File: src/rtl/uart_byte_rx.sv
// 8N1 UART receiver: synchronizes the pin, majority-votes mid-bit samples and
// presents each byte through a valid/ready output register with error pulses.
module uart_byte_rx #(
    parameter int unsigned CLK_FRE   = 200,
    parameter int unsigned BAUD_RATE = 115200
) (
    input  logic       sys_clk,
    input  logic       rst_n,
    input  logic       uart_rx,
    output logic [7:0] rx_data,
    output logic       rx_data_valid,
    input  logic       rx_data_ready,
    output logic       rx_frame_err,
    output logic       rx_overrun,
    output logic       rx_busy
);

    localparam int unsigned CYCLES_PER_BIT = CLK_FRE * 1_000_000 / BAUD_RATE;
    localparam int unsigned HALF_BIT       = CYCLES_PER_BIT / 2;
    localparam int unsigned CNT_W          = $clog2(CYCLES_PER_BIT);
    localparam int unsigned BIT_CNT_W      = 3;

    localparam logic [CNT_W-1:0] CNT_BIT_END  = CNT_W'(CYCLES_PER_BIT - 1);
    localparam logic [CNT_W-1:0] CNT_HALF_END = CNT_W'(HALF_BIT - 1);

    generate
        if (CYCLES_PER_BIT < 8) begin : g_bad_baud
            $error("uart_byte_rx: CYCLES_PER_BIT must be at least 8");
        end
    endgenerate

    typedef enum logic [1:0] {
        IDLE  = 2'd0,
        START = 2'd1,
        DATA  = 2'd2,
        STOP  = 2'd3
    } state_t;

    state_t               state;
    logic [1:0]           sync;
    logic [2:0]           hist;
    logic [CNT_W-1:0]     cnt;
    logic [BIT_CNT_W-1:0] bit_cnt;
    logic [7:0]           shift;
    logic                 line;
    logic                 fall;
    logic                 vote;
    logic                 out_free;

    // Synchronizer and history reset high so reset release looks like an idle line
    always_ff @(posedge sys_clk or negedge rst_n) begin
        if (!rst_n) begin
            sync <= 2'b11;
            hist <= 3'b111;
        end else begin
            sync <= {sync[0], uart_rx};
            hist <= {hist[1:0], sync[1]};
        end
    end

    assign line     = sync[1];
    assign fall     = hist[0] & ~line;
    assign vote     = (hist[0] & hist[1]) | (hist[0] & hist[2]) | (hist[1] & hist[2]);
    // A byte leaving on this edge frees the register for a byte arriving on it
    assign out_free = ~rx_data_valid | rx_data_ready;

    // Frame FSM with the output register and error pulses
    always_ff @(posedge sys_clk or negedge rst_n) begin
        if (!rst_n) begin
            state         <= IDLE;
            cnt           <= '0;
            bit_cnt       <= '0;
            shift         <= '0;
            rx_data       <= '0;
            rx_data_valid <= 1'b0;
            rx_frame_err  <= 1'b0;
            rx_overrun    <= 1'b0;
            rx_busy       <= 1'b0;
        end else begin
            rx_frame_err <= 1'b0;
            rx_overrun   <= 1'b0;
            if (rx_data_valid && rx_data_ready) begin
                rx_data_valid <= 1'b0;
            end

            case (state)
                IDLE: begin
                    cnt <= '0;
                    if (fall) begin
                        state   <= START;
                        rx_busy <= 1'b1;
                    end
                end

                START: begin
                    if (cnt == CNT_HALF_END) begin
                        cnt     <= '0;
                        bit_cnt <= '0;
                        if (!vote) begin
                            state <= DATA;
                        end else begin
                            state   <= IDLE;
                            rx_busy <= 1'b0;
                        end
                    end else begin
                        cnt <= cnt + 1'b1;
                    end
                end

                DATA: begin
                    if (cnt == CNT_BIT_END) begin
                        cnt     <= '0;
                        shift   <= {vote, shift[7:1]};
                        bit_cnt <= bit_cnt + 1'b1;
                        if (bit_cnt == BIT_CNT_W'(7)) begin
                            state <= STOP;
                        end
                    end else begin
                        cnt <= cnt + 1'b1;
                    end
                end

                STOP: begin
                    if (cnt == CNT_BIT_END) begin
                        cnt     <= '0;
                        state   <= IDLE;
                        rx_busy <= 1'b0;
                        if (vote) begin
                            if (out_free) begin
                                rx_data       <= shift;
                                rx_data_valid <= 1'b1;
                            end else begin
                                rx_overrun <= 1'b1;
                            end
                        end else begin
                            rx_frame_err <= 1'b1;
                        end
                    end else begin
                        cnt <= cnt + 1'b1;
                    end
                end

                default: begin
                    state   <= IDLE;
                    cnt     <= '0;
                    rx_busy <= 1'b0;
                end
            endcase
        end
    end

endmodule

File: config.mk
export PLATFORM = sky130hd
export DESIGN_NAME = uart_byte_rx
export DESIGN_NICKNAME = d
export VERILOG_FILES = /design/src/rtl/uart_byte_rx.sv
export SDC_FILE = /design/constraint.sdc
export NUM_CORES = 1
export LEC_CHECK = 0
export ABC_AREA = 1
export CAP_MARGIN = 30
export CORE_AREA = 3 3 63 65
export DETAILED_ROUTE_END_ITERATION = 8
export DIE_AREA = 0 0 66 68
export GPL_TIMING_DRIVEN = 0
export PLACE_DENSITY = 0.73
export SLEW_MARGIN = 20
export SYNTH_ARGS = -nofsm -noshare
export SYNTH_HDL_FRONTEND = slang
export SYNTH_SLANG_ARGS = --single-unit
File: constraint.sdc
create_clock -name sys_clk -period 1.94 [get_ports sys_clk]
set_input_delay 0.388 -clock sys_clk [delete_from_list [all_inputs] [get_ports sys_clk]]
set_output_delay 0.388 -clock sys_clk [all_outputs]
set_load 0.01 [all_outputs]
==> flow_metrics.env, run 1 <==
export IMPL_placed_cell_area_um2=2122
export IMPL_grt_max_degree=26
export IMPL_vias_per_cell=4.857
export IMPL_row_count=21
export IMPL_path_depth=1
export IMPL_multi_input_area_um2=705.7
export IMPL_r2r_slack_ps=350
export IMPL_cp_endpoint="rx_data[3]"
export IMPL_fillers=262
export IMPL_cts_tree="yes"
export IMPL_clock_latency_ps=350
export IMPL_irDropWorstVdd_mv=0.5344
export IMPL_dr_first_iter_drc_count=88
export IMPL_io_pins=16
export IMPL_clock_sinks=41
export IMPL_avgSynthCellArea_um2=9.095
export IMPL_endpoint_kind="output port"
export IMPL_dr_pass1_iters=4
export IMPL_areaGrowthSynthToFinish_pct=15.34
export IMPL_wl_per_cell_um=11.73
export IMPL_drv_slew=0
export IMPL_yosys_warnings=0
export IMPL_hp_class="register to register"
export IMPL_p_leak_nw=1.010
export IMPL_final_nets=239
export IMPL_min_period_ps=1681
export IMPL_final_area_um2=2182
export IMPL_grt_usage=0.1796
export IMPL_dpl_hpwl_um=2531
export IMPL_drc=0
export IMPL_cts_max_path_buffers=2
export IMPL_max_stage_delay_ps=560
export IMPL_path_cells="clkdlybuf4s50_1"
export IMPL_worstSetupPathType="register to output port"
export IMPL_numCtsBuffers=5
export IMPL_rsz0062_at_grt="false"
export IMPL_min_delay_path_depth=0
export IMPL_initial_core_util=0.5581
export IMPL_power_density_nw_per_um2=862.9
export IMPL_r2r_start="cnt[0]"
export IMPL_diodes=0
export IMPL_crit_family="buffers and inverters"
export IMPL_layout_drive_gt1_share=0.1760
export IMPL_fin_setup_tns_ps=0
export IMPL_reg2reg_to="rx_data[5]"
export IMPL_cp_data_arrival_time_ps=1290
export IMPL_vias=1355
export IMPL_critPathLaunch="rx_data[3]"
export IMPL_postCtsResizedCells=0
export IMPL_regArea_um2=1032
export IMPL_async_reset_ff_frac=1.000
export IMPL_finalSetupViolCount=0
export IMPL_routabilityCongestion=0.8741
export IMPL_mostFrequentLayoutCells="53 x nand2_1, 36 x dfrtp_1, 31 x inv_1"
export IMPL_synth_seq_cells=41
export IMPL_final_common_cell="nand2_1"
export IMPL_start_kind="register"
export IMPL_crit_buf_inv=1
export IMPL_cts_htree_levels=2
export IMPL_antenna_found_initial=0
export IMPL_fin_skew_ps=6.833
export IMPL_clkTransAtPathRegs_ps=110
export IMPL_grt_remaining_overflow=0
export IMPL_grt_pass1_vias=1409
export IMPL_core_area_um2=3390
export IMPL_slew_headroom=0.7243
export IMPL_ys_flop_type="dfrtp_1"
export IMPL_outcome="complete, no violations"
export IMPL_power_mw=1.883
export IMPL_maxCapViolCount=0
export IMPL_grt_pass1_wl_um=6003
export IMPL_post_route_period_util=0.8667
export IMPL_post_place_cells=270
export IMPL_synth_edff_count=0
export IMPL_max_freq_mhz=594.8
export IMPL_synth_net_count=215
export IMPL_wl_um=3274
export IMPL_slowest_stage="clkdlybuf4s50_1"
export IMPL_die_h_um=68
export IMPL_ant_nets=0
export IMPL_cp_max_fo=2
export IMPL_port_buffers=15
export IMPL_syn_cell_area_um2=1892
export IMPL_synth_distinct_cells=27
export IMPL_synth_cells=208
export IMPL_dieWidth_um=66
export IMPL_dieArea_um2=4488
export IMPL_synth_seq_area_share=0.5456
export IMPL_finalHoldViolations=0
export IMPL_critPathRequiredTime_ps=1550
export IMPL_layout_cells_non_filler=279
export IMPL_rr_worst_depth=7
export IMPL_worst_pin_slew_ps=413.6
export IMPL_cts_root_buffer="clkbuf_4"
==> flip-flops by register name, indices dropped and copies added (netlist names), named ones only <==
| name | flops |
|---|---|
| bit_cnt | 3 |
| cnt | 11 |
| hist | 3 |
| rx_busy | 1 |
| rx_data | 8 |
| rx_data_valid | 1 |
| rx_frame_err | 1 |
| rx_overrun | 1 |
| shift | 8 |
| state | 1 |
| sync | 2 |
==> where the power goes <==
| part | switching (mW) | internal [mW] |
|---|---|---|
| combinational | 0.313 | 0.168 |
| clock | 0.266 | 0.141 |
| sequential | 0.0687 | 0.926 |
| total | 0.647 | 1.24 |
==> cell usage after synthesis (3+ instances only) <==
library cell | n | area, um2
nand3_1 | 6 | 30.03
a21oi_1 | 3 | 15.01
nor3_1 | 3 | 15.01
dfrtp_1 | 36 | 900.9
o21ai_0 | 12 | 60.06
nor2_1 | 18 | 67.56
dfstp_2 | 5 | 131.4
o21ai_2 | 8 | 70.07
nand2_2 | 3 | 18.77
nand2_1 | 53 | 198.9
inv_1 | 31 | 116.4
nor2_2 | 5 | 31.28
nor3b_1 | 3 | 22.52
ha_1 | 3 | 37.54
==> stage by stage <==
stage / util / hold WS, ps / worst slack, ps
detailed placement: 0.6261 / 343.4 / 260.3
CTS: 0.6438 / 366.2 / 248.2
floorplan: - / 92.41 / 513.1
global route: 0.6438 / 375.7 / 195.0
finish: 0.6438 / 364.5 / 258.7
global placement: 0.6194 / 346.8 / -426.4
==> worst min path at each step <==
stage	startpoint	endpoint	slack, ps
3_5_place_dp	rst_n	async pin	340
2_1_floorplan	rst_n	async pin	90
4_1_cts	sync[0]	sync[1]	370
3_3_place_gp	sync[0]	sync[1]	350
6_report	sync[0]	sync[1]	360
5_1_grt	sync[0]	sync[1]	380
==> timing repair <==
action,CTS,global route
hold buffers,1,0
endpoints found under the hold margin,13,0
setup endpoints to repair,0,0
setup buffers,0,0
==> area by class of cell <==
type,count,area share
flip-flops and latches,41,0.4731
multi-input cells,131,0.3234
repair buffers,17,0.08372
inverters,33,0.05677
well taps,46,0.02638
clock buffers,7,0.02064
plain buffers,3,0.01376
clock inverters,1,0.002294
==> routing by layer <==
layer | GRT usage | routed length, um | up-vias
met5 | 0 | 0 | -
li1 | - | - | 696
met4 | 0.07107 | 74 | 0
met3 | 0.05419 | 114 | 7
met1 | 0.2137 | 1433 | 631
met2 | 0.3066 | 1651 | 21
==> cells by family after synthesis <==
logic type      after synthesis  synth area share
compound gates               26           0.09260
xor+xnor                      3           0.01389
flops                        41            0.5456
simple gates                 99            0.2467
fa+ha+maj                     3           0.01984
buf+inv                      36           0.08135
(Power assumes the default switching activity.)
==> run 2: changes to the inputs <==
CORE_AREA = 3 3 69 58   (was 3 3 63 65)
DIE_AREA = 0 0 72 61   (was 0 0 66 68)
HOLD_SLACK_MARGIN = 0.05   (was default)
PLACE_DENSITY = 0.75   (was 0.73)
==> run 2 against run 1 <==
Against the previous run: setup slack improved by 86 ps; die area shrank 2.1%; combinational power is 0.8% lower; critical path depth is 8 higher; clock-buffer cell count decreased by 2; power up 7.0%; sequential share of layout area is 0.67 points lower; worst hold slack worse by 7.2 ps; clock skew increased by 3.0 ps; routed wire length shrank 2.5%.
==> flow_metrics.env, run 2 (synthesis results as in run 1) <==
export IMPL_numCtsBuffers=5
export IMPL_p_leak_nw=1.025
export IMPL_final_nets=239
export IMPL_initial_core_util=0.5565
export IMPL_grt_usage=0.1702
export IMPL_outcome="complete, no violations"
export IMPL_wl_met1_um=1601
export IMPL_largest_register="cnt"
export IMPL_power_density_nw_per_um2=910.1
export IMPL_largest_register_ffs=11
export IMPL_dr_first_iter_drc_count=95
export IMPL_r2r_slack_ps=340
export IMPL_wl_met2_um=1388
export IMPL_worstSetupPathType="register to register"
export IMPL_min_period_ps=1595
export IMPL_cts_root_buffer="clkbuf_8"
export IMPL_p_int_mw=1.342
export IMPL_endpoint_kind="register"
export IMPL_clock_latency_ps=300
export IMPL_switching_share=0.3338
export IMPL_start_kind="register"
export IMPL_pwr_share_clk=0.268
export IMPL_final_util=0.6511
export IMPL_clock_sinks=41
export IMPL_maxCapViolCount=0
export IMPL_io_pins=16
export IMPL_post_route_period_util=0.8224
export IMPL_vias=1315
export IMPL_post_cts_buffers=0
export IMPL_hp_class="register to register"
export IMPL_cp_endpoint="bit_cnt[2]"
export IMPL_top_layer="met4"
export IMPL_layout_drive_gt1_share=0.1845
export IMPL_power_mw=2.014
export IMPL_dr_pass1_iters=6
export IMPL_cp_max_fo=10
export IMPL_dieArea_um2=4392
export IMPL_r2r_start="cnt[0]"
export IMPL_whs_ps=357.3
export IMPL_drv_slew=0
export IMPL_critPathRequiredTime_ps=2130
export IMPL_mostFrequentLayoutCells="53 x nand2_1, 36 x dfrtp_1, 31 x inv_1"
export IMPL_critPathLaunch="cnt[0]"
export IMPL_p_comb_frac=0.237
export IMPL_cts_tree="yes"
export IMPL_grt_remaining_overflow=0
export IMPL_ant_nets=0
export IMPL_rsz0062_at_grt="false"
export IMPL_diodes=0
export IMPL_irDropWorstVdd_mv=0.8329
export IMPL_areaGrowthSynthToFinish_pct=17.00
export IMPL_antenna_found_initial=0
export IMPL_routabilityCongestion=0.8122
export IMPL_reg2reg_to="bit_cnt[2]"
export IMPL_grt_max_degree=26
export IMPL_cts_htree_levels=2
export IMPL_core_area_um2=3400
export IMPL_worst_pin_slew_ps=417.2
export IMPL_wl_um=3191
export IMPL_row_count=19
export IMPL_fin_skew_ps=9.851
export IMPL_drc=0
export IMPL_dpl_hpwl_um=2359
export IMPL_cp_data_arrival_time_ps=1780
export IMPL_cts_max_path_buffers=2
export IMPL_grt_pass1_wl_um=5547
export IMPL_clkTransAtPathRegs_ps=70
export IMPL_dieWidth_um=72
export IMPL_vias_per_cell=4.782
export IMPL_wl_met3_um=108
export IMPL_finalSetupViolCount=0
export IMPL_die_h_um=61
export IMPL_slew_headroom=0.7219
export IMPL_finalHoldViolations=0
export IMPL_fin_setup_tns_ps=0
export IMPL_final_common_cell="nand2_1"
export IMPL_max_freq_mhz=626.8
export IMPL_seq_power_share=0.495
export IMPL_port_buffers=15
export IMPL_rr_worst_depth=9
export IMPL_top_regs="cnt x11, rx_data x8, shift x8"
export IMPL_wl_per_cell_um=11.60
export IMPL_grt_pass1_vias=1267
export IMPL_switchingPower_mw=0.6724
[run 2: cell types whose count changed in the layout (fill, tap and decap cells not counted)]
| cell | before | now |
|---|---|---|
| clkbuf_1 | 2 | 0 |
| clkbuf_4 | 5 | 0 |
| clkbuf_8 | 0 | 5 |
| clkinv_2 | 1 | 2 |
| clkinvlp_4 | 0 | 1 |
[run 2: critical path, stage by stage, from the launching register on]
cell and delay [ps]:
dfrtp_1 400, ha_1 240, nand2_2 110, nor2_2 160
nand3_4 130, nor2_4 120, buf_6 150, o21ai_4 70
nand2_1 70, nand2_1 50
[run 2: metrics by stage]
stage / setup WS [ps] / instances / instance area (um2)
2_1_floorplan: 513.1 / 208 / 1892
3_3_place_gp: -483.2 / 265 / 2095
3_5_place_dp: 291.2 / 266 / 2117
4_1_cts: 335.1 / 275 / 2213
5_1_grt: 199.2 / 275 / 2213
6_report: 344.6 / 275 / 2213
[run 2: power by group through the flow]
stage / clock network [mW] / logic (mW) / registers, mW
2_1_floorplan: 0 / 0.359 / 1.00
3_3_place_gp: 0 / 0.466 / 1.01
3_5_place_dp: 0 / 0.480 / 1.01
4_1_cts: 0.557 / 0.486 / 0.993
5_1_grt: 0.589 / 0.544 / 1.01
6_report: 0.540 / 0.477 / 0.997
[run 2: metal layers]
layer  global-route usage  up-vias
met5                    0        -
met2               0.2565       22
met4               0.1019        0
met3              0.04470        9
li1                     -      694
met1               0.2240      590
[run 2: worst min-delay path by stage]
stage,from,endpoint,slack [ps],cells after the start
6_report,sync[0],sync[1],360,0
3_5_place_dp,rst_n,cnt[5],350,1
5_1_grt,sync[0],sync[1],370,0
3_3_place_gp,sync[0],sync[1],350,0
4_1_cts,sync[0],sync[1],360,0
2_1_floorplan,rst_n,async pin,90,0
[run 2: timing repair]
item	4_1_cts	5_1_grt
resized for setup	0	0
hold endpoints to repair	11	0
hold buffers	1	0
[run 2: layout make-up]
cell class / count / area [um2]
fillers: 282 / 1186
flip-flops and latches: 41 / 1032
multi-input cells: 131 / 705.7
repair buffers: 17 / 182.7
inverters: 33 / 123.9
clock buffers: 5 / 68.82
well taps: 42 / 52.55
plain buffers: 3 / 30.03
clock inverters: 3 / 17.52
